$ cat config.mk
export PLATFORM = sky130hd
export DESIGN_NAME = alu_share_ctrl
export DESIGN_NICKNAME = d
export VERILOG_FILES = /design/src/rtl/alu_share_ctrl.sv
export SDC_FILE = /design/constraint.sdc
export NUM_CORES = 1
export LEC_CHECK = 0
export BUFFER_PORTS_ARGS = -buffer_cell sky130_fd_sc_hd__buf_4
export CORE_UTILIZATION = 44
export DETAILED_ROUTE_END_ITERATION = 8
export HOLD_SLACK_MARGIN = 0.08
export PLACE_DENSITY = 0.85
export SLEW_MARGIN = 20
export SYNTH_ARGS = -nofsm -noshare
export SYNTH_HDL_FRONTEND = slang
export SYNTH_SLANG_ARGS = --single-unit
$ cat constraint.sdc
create_clock -name master_clk -period 1.6 [get_ports master_clk]
set_input_delay 0.16 -clock master_clk [delete_from_list [all_inputs] [get_ports master_clk]]
set_output_delay 0.16 -clock master_clk [all_outputs]
set_load 0.03 [all_outputs]
$ cat src/rtl/alu_share_ctrl.sv
// Arbitrates two requesters onto one shared combinational ALU and owns the
// processor-flags register so carry-using ops see committed flags only.
module alu_share_ctrl #(
    parameter int unsigned WIDTH       = 16,
    parameter int unsigned FLAGS_WIDTH = 4,
    parameter int unsigned OP_WIDTH    = 4
) (
    input  logic                   master_clk,
    input  logic                   rst_n,
    input  logic                   req0,
    input  logic                   req1,
    input  logic [OP_WIDTH-1:0]    op0,
    input  logic [OP_WIDTH-1:0]    op1,
    input  logic [WIDTH-1:0]       a0,
    input  logic [WIDTH-1:0]       b0,
    input  logic [WIDTH-1:0]       a1,
    input  logic [WIDTH-1:0]       b1,
    output logic                   ack0,
    output logic                   ack1,
    output logic                   done0,
    output logic                   done1,
    output logic [WIDTH-1:0]       result,
    output logic [FLAGS_WIDTH-1:0] flags,
    input  logic                   flags_load,
    input  logic [FLAGS_WIDTH-1:0] flags_wdata,
    output logic                   busy,
    output logic [OP_WIDTH-1:0]    alu_oper,
    output logic [WIDTH-1:0]       alu_a,
    output logic [WIDTH-1:0]       alu_b,
    output logic [FLAGS_WIDTH-1:0] alu_flags_in,
    input  logic [WIDTH-1:0]       alu_out,
    input  logic [FLAGS_WIDTH-1:0] alu_flags_out
);

    typedef enum logic [1:0] {
        ST_IDLE = 2'd0,
        ST_EXEC = 2'd1,
        ST_DONE = 2'd2
    } state_e;

    state_e                 state_q,  state_d;
    logic [OP_WIDTH-1:0]    op_q,     op_d;
    logic [WIDTH-1:0]       a_q,      a_d;
    logic [WIDTH-1:0]       b_q,      b_d;
    logic                   owner_q,  owner_d;
    logic                   last_q,   last_d;
    logic [WIDTH-1:0]       result_q, result_d;
    logic [FLAGS_WIDTH-1:0] flags_q,  flags_d;
    logic                   ack0_q,   ack0_d;
    logic                   ack1_q,   ack1_d;
    logic                   done0_q,  done0_d;
    logic                   done1_q,  done1_d;
    logic                   busy_q,   busy_d;
    logic                   pick_c;

    // State and datapath registers; reset aborts any in-flight operation.
    always_ff @(posedge master_clk or negedge rst_n) begin
        if (!rst_n) begin
            state_q  <= ST_IDLE;
            op_q     <= '0;
            a_q      <= '0;
            b_q      <= '0;
            owner_q  <= 1'b0;
            last_q   <= 1'b1;
            result_q <= '0;
            flags_q  <= '0;
            ack0_q   <= 1'b0;
            ack1_q   <= 1'b0;
            done0_q  <= 1'b0;
            done1_q  <= 1'b0;
            busy_q   <= 1'b0;
        end else begin
            state_q  <= state_d;
            op_q     <= op_d;
            a_q      <= a_d;
            b_q      <= b_d;
            owner_q  <= owner_d;
            last_q   <= last_d;
            result_q <= result_d;
            flags_q  <= flags_d;
            ack0_q   <= ack0_d;
            ack1_q   <= ack1_d;
            done0_q  <= done0_d;
            done1_q  <= done1_d;
            busy_q   <= busy_d;
        end
    end

    // Round-robin pick: on a tie the port not granted last wins.
    always_comb begin
        pick_c = 1'b0;
        if (req0 && req1) begin
            pick_c = ~last_q;
        end else if (req1) begin
            pick_c = 1'b1;
        end
    end

    // Next-state and registered-output logic.
    always_comb begin
        state_d  = state_q;
        op_d     = op_q;
        a_d      = a_q;
        b_d      = b_q;
        owner_d  = owner_q;
        last_d   = last_q;
        result_d = result_q;
        flags_d  = flags_q;
        ack0_d   = 1'b0;
        ack1_d   = 1'b0;
        done0_d  = 1'b0;
        done1_d  = 1'b0;
        busy_d   = 1'b0;

        case (state_q)
            ST_IDLE: begin
                if (flags_load) begin
                    flags_d = flags_wdata;
                end else if (req0 || req1) begin
                    owner_d = pick_c;
                    last_d  = pick_c;
                    op_d    = pick_c ? op1 : op0;
                    a_d     = pick_c ? a1  : a0;
                    b_d     = pick_c ? b1  : b0;
                    ack0_d  = ~pick_c;
                    ack1_d  = pick_c;
                    busy_d  = 1'b1;
                    state_d = ST_EXEC;
                end
            end
            ST_EXEC: begin
                result_d = alu_out;
                flags_d  = alu_flags_out;
                done0_d  = ~owner_q;
                done1_d  = owner_q;
                busy_d   = 1'b1;
                state_d  = ST_DONE;
            end
            ST_DONE: begin
                state_d = ST_IDLE;
            end
            default: begin
                state_d = ST_IDLE;
            end
        endcase
    end

    assign ack0         = ack0_q;
    assign ack1         = ack1_q;
    assign done0        = done0_q;
    assign done1        = done1_q;
    assign busy         = busy_q;
    assign result       = result_q;
    assign flags        = flags_q;
    assign alu_oper     = op_q;
    assign alu_a        = a_q;
    assign alu_b        = b_q;
    assign alu_flags_in = flags_q;

endmodule
---- After elaboration in Yosys (flattened, before gate mapping) ----
Cells that the tools add are included.
operators by class
  multiplexer cells ....................... 21
  reduce and logical (&&, ||, !) cells .... 7
  bitwise gates (word level) .............. 4
  equality and inequality tests ........... 4
operator list
  kind                                            number
  2-to-1 mux 16 bit                               2
  2-to-1 mux 1 bit                                12
  2-to-1 mux 4 bit                                2
  one-hot mux 4 bit (2 select lines)              1
  inequality test 2 bit (second input constant)   3
  2-to-1 mux 2 bit                                2
  inverter 1 bit                                  4
  one-hot mux 2 bit (2 select lines)              1
  AND reduction 2 bit                             2
  AND reduction 3 bit                             1
  == test 2 x 1 -> 1 bit (second input constant)  1
  zero test 2 bit                                 1
  one-hot mux 1 bit (2 select lines)              1
  nonzero test 2 bit                              1
  logical AND 1 bit                               1
  logical OR 1 bit                                1
storage, ports and cells
  output and inout bits ................... 65
  register bits after elaboration ......... 65
  logic and storage cells ................. 49

---- Depth between registers and ports, before layout ----
  depth in word-level cells ............... 6
  depth in mapped cells ................... 6
  depth with buffers taken out ............ 3

---- Worst setup path after synthesis ----
OpenSTA, ideal clock, no wires.
  kind .................................... register -> register
  from .................................... reg last_q
  to ...................................... reg a_q[0], in the netlist alu_a[0]
  period minus slack after synthesis ...... 1387 ps
  buffers on the path ..................... 2
  setup slack ............................. 213 ps
  data required time ...................... 1458 ps
  stages on the path, launching flop included .. 6
  arrival ................................. 1245 ps
  path through ............................ dfstp_2 > nor2b_1 > buf_2 > clkbuf_1 > o32ai_1 > a2bb2oi_2
on the way
  word-level cells in the longest chain between the ends .. 3
RTL lines
  what                      RTL line  source
  start: declaration        46        logic last_q, last_d;
  start signal: assignment  78        last_q <= last_d;
  inverter 1 bit            93        pick_c = ~last_q;
  2-to-1 mux 1 bit          92        if (req0 && req1) begin
  2-to-1 mux 16 bit         123       a_d = pick_c ? a1 : a0;
  end signal: assignment    61        a_q <= '0;
  end signal: assignment    75        a_q <= a_d;
  end: declaration          43        logic [WIDTH-1:0] a_q, a_d;
Every way passes these cells.
A chain may end at the register's enable or synchronous reset.

---- Worst setup path in the final report ----
  from .................................... reg state_q[0]
  to ...................................... reg op_q[1], in the netlist alu_oper[1]
on the way
  word-level cells in the longest chain between the ends .. 2
RTL lines
  what                           RTL line  source
  start: declaration             41        state_e state_q, state_d;
  start signal: assignment       73        state_q <= state_d;
  zero test 2 bit                115       case (state_q)
  AND reduction 3 bit (no line)  --
  end signal: assignment         74        op_q <= op_d;
  end: declaration               42        logic [OP_WIDTH-1:0] op_q, op_d;
Every way passes these cells.

==> impl_metrics.json <==
{
  "clock-sinks": 65,
  "die_w_microns": 83.4,
  "ys_ff_latch": 65,
  "finalPower_uw": 6620,
  "grt_usage_pct": 24.1,
  "clock_path_buffers": 2,
  "final_hold_viol_count": 0,
  "hold_depth": 3,
  "cts_made_buffers": 9,
  "crit_type": "reg2reg",
  "fin_skew_ns": 0.00591,
  "ys_types": 27,
  "fin_cells": 470,
  "cp_cell_sequence": "or3_4 -> nor2_4 -> buf_12 -> a2bb2oi_1",
  "antenna_found_initial": 0,
  "max_stage_delay_ns": 0.41,
  "timing.rr.start": "state_q[0]$_DFFE_PN0P_",
  "drcViolationCount": 0,
  "pwr-share-seq_pct": 35.8,
  "setup_viol": 0,
  "ioPinCount": 166,
  "cp.arrival_ns": 1.71,
  "worstMarginPinSlew_ns": 0.511,
  "die_h_microns": 83.4,
  "synth-main-ff-cell": "dfrtp_1",
  "placedCellCount": 437,
  "max_clock_freq_ghz": 0.674,
  "slew_violations": 0,
  "fin_crit_ns": 1.48,
  "portBuffers": 165,
  "path_clk_slew_ns": 0.07,
  "overflow": 0,
  "synthToLayoutAreaGrowth_pct": 58.4,
  "cts_tree": "built",
  "critPathLaunchType": "flop",
  "coreArea_sq_mm": 0.00639,
  "rrSetupSlack_ns": 0.12,
  "syn-instance-count": 210,
  "wl_met2_microns": 4320,
  "critPathMaxFanout": 38,
  "cp.required_ns": 1.83,
  "slew-limit-headroom_pct": 65.9,
  "cts_root_buf": "clkbuf_8",
  "rsz0062_at_grt": "no",
  "grt_max_degree": 39,
  "post-dp-hpwl_microns": 5660,
  "clk_latency_ns": 0.33,
  "fillCellCount": 466,
  "yosys_warnings": 0,
  "vias": 2588,
  "reg2reg_depth": 4,
  "async_flop_share_pct": 100,
  "num_antenna_cells": 0,
  "intPower_uw": 4150,
  "holdCritPathClass": "in2reg",
  "fin_crit_sh_pct": 92.8,
  "die_area_sq_mm": 0.00695,
  "ys_seq_area_share_pct": 55.9,
  "avgViaCountPerCell": 5.51,
  "drtIter0Drc": 67,
  "hp-start": "flags_wdata[3]",
  "p_switching_uw": 2480,
  "maxCapViolations": 0,
  "slowest_stage": "dfrtp_1",
  "gp_congestion": 0.738,
  "wire_per_inst_microns": 17.4,
  "r2r_end": "alu_oper[1]$_DFFE_PN0P_",
  "run_status": "finished clean",
  "p_clk_share_pct": 20.6,
  "worstSetupEndpointType": "flop",
  "p_leak_uw": 0.00209,
  "start_util_pct": 45.6,
  "routed_wl_microns": 8170,
  "irDropWorstVdd_uv": 831,
  "synth_edf_count": 0,
  "num_rows": 29,
  "drt_pass1_iterations": 4,
  "pre_cts_slack_ns": -0.0369,
  "power_density_mw_per_mm2": 1440,
  "avgSynthCellArea_sq_um": 13.9,
  "top_layer": "met4",
  "cts_max_level": 3,
  "syn-num-nets": 311,
  "ant_nets": 0,
  "wl_met3_microns": 484,
  "hold_end": "alu_flags_in[3]$_DFFE_PN0P_",
  "switching_share_pct": 37.4,
  "drive_gt1_share_pct": 58.0,
  "syn-cell-area_sq_mm": 0.00291,
  "nNetsFinal": 489,
  "grt_pass1_vias": 2761,
  "routedLengthMet1_microns": 3200,
  "grt_pass1_wl_microns": 13300,
  "finalWorstSetupSlack_ns": 0.115,
  "p_comb_share_pct": 43.6
}
[worst max path at each step]
stage / endpoint / from / depth (start not counted) / slack, ns
after detailed placement: alu_b[6]$_DFFE_PN0P_ / last_q$_DFFE_PN1P_ / 4 / -0.04
final: alu_oper[1]$_DFFE_PN0P_ / state_q[0]$_DFFE_PN0P_ / 4 / 0.12
after global placement: alu_b[3]$_DFFE_PN0P_ / last_q$_DFFE_PN1P_ / 4 / 0.08
after floorplan: alu_a[0]$_DFFE_PN0P_ / last_q$_DFFE_PN1P_ / 5 / 0.21
after global routing: alu_oper[1]$_DFFE_PN0P_ / state_q[0]$_DFFE_PN0P_ / 4 / 0.05
after CTS: alu_oper[1]$_DFFE_PN0P_ / state_q[0]$_DFFE_PN0P_ / 4 / 0.11
[cell families (layout without fill, tap and decap cells)]
| logic type | after synthesis | after routing | synth area share, % |
|---|---|---|---|
| DFF | 65 | 65 | 55.9 |
| buffers and inverters | 27 | 210 | 5.54 |
| muxes | 16 | 16 | 6.18 |
| AOI/OAI and AO/OA | 85 | 85 | 29.2 |
| and+or+nand+nor | 17 | 17 | 3.26 |
[layer usage]
layer  track usage, %  up-vias
li1                 -     1184
met1             28.0     1272
met2             42.8      113
met3             5.47       19
met4             9.87        0
met5                0        -
[metrics by stage]
step	utilization (%)	setup TNS (ns)	hold WS [ns]	area, sq um
floorplan	-	0	-0.136	2910
global placement	66.5	0	0.128	4240
detailed placement	66.5	-0.0610	0.137	4240
CTS	72.3	0	0.122	4620
global route	72.3	0	0.122	4620
finish	72.3	0	0.127	4620
[placed cells by master (no fill, tap or decap), types with 2 or more instances in the layout]
master / synthesis / layout
buf_4: 5 / 171
o32ai_1: 36 / 36
clkinvlp_4: 0 / 2
nor2_1: 3 / 3
mux2_2: 9 / 9
a2bb2oi_1: 16 / 16
mux2_1: 7 / 7
a22oi_1: 4 / 4
clkbuf_8: 0 / 10
and2_1: 2 / 2
o21ai_0: 4 / 4
buf_12: 0 / 5
dfrtp_1: 64 / 64
a2bb2oi_2: 20 / 20
nand2_1: 5 / 5
clkinv_2: 0 / 2
nor2b_1: 4 / 3
dlygate4sd3_1: 0 / 17
[synth_stat cells, types with 2 or more instances]
| master | instances | share of area [%] |
|---|---|---|
| buf_4 | 5 | 1.3 |
| o21ai_0 | 4 | 0.69 |
| a2bb2oi_2 | 20 | 10 |
| nor2b_1 | 4 | 0.86 |
| a22oi_1 | 4 | 1.0 |
| nor2_1 | 3 | 0.39 |
| and2_1 | 2 | 0.43 |
| o32ai_1 | 36 | 11 |
| buf_2 | 9 | 1.5 |
| clkbuf_1 | 7 | 0.90 |
| dfrtp_1 | 64 | 55 |
| mux2_1 | 7 | 2.7 |
| nand2_1 | 5 | 0.64 |
| buf_6 | 4 | 1.5 |
| mux2_2 | 9 | 3.5 |
| a2bb2oi_1 | 16 | 4.8 |
[layout make-up]
type / count / area (sq um) / area share, %
clock inverters: 5 / 55.1 / 1.19
inverters: 1 / 3.75 / 0.0813
well taps: 77 / 96.3 / 2.09
multi-input cells: 118 / 1140 / 24.6
repair buffers: 193 / 1550 / 33.7
clock buffers: 11 / 141 / 3.06
flip-flops and latches: 65 / 1630 / 35.3
[registers in the layout, indices dropped and copies added (netlist names), 2 cells and up]
name and count:
alu_oper 4, alu_flags_in 4, state_q 2, alu_b 16
result 16, alu_a 16
[what timing repair did]
action / 4_1_cts / 5_1_grt
buffers inserted: 0 / 0
setup endpoints to repair: 17 / 0
hold endpoints to repair: 49 / 0
hold buffers: 17 / 0
resized for setup: 1 / 0
[critical path, delay by kind of cell, from the launching register on]
family / cells / cell delay, ns
compound gates: 1 / 0.25
flops: 1 / 0.41
buf+inv: 1 / 0.24
simple gates: 2 / 0.47
[power by group through the flow]
stage               Sequential [uW]  Combinational (uW)  Clock, uW
finish                         2370                2890       1360
global route                   2420                3020       1490
CTS                            2370                2900       1400
detailed placement             2390                2870          0
global placement               2370                2800          0
floorplan                      3190                 913          0
(Power assumes the default switching activity.)
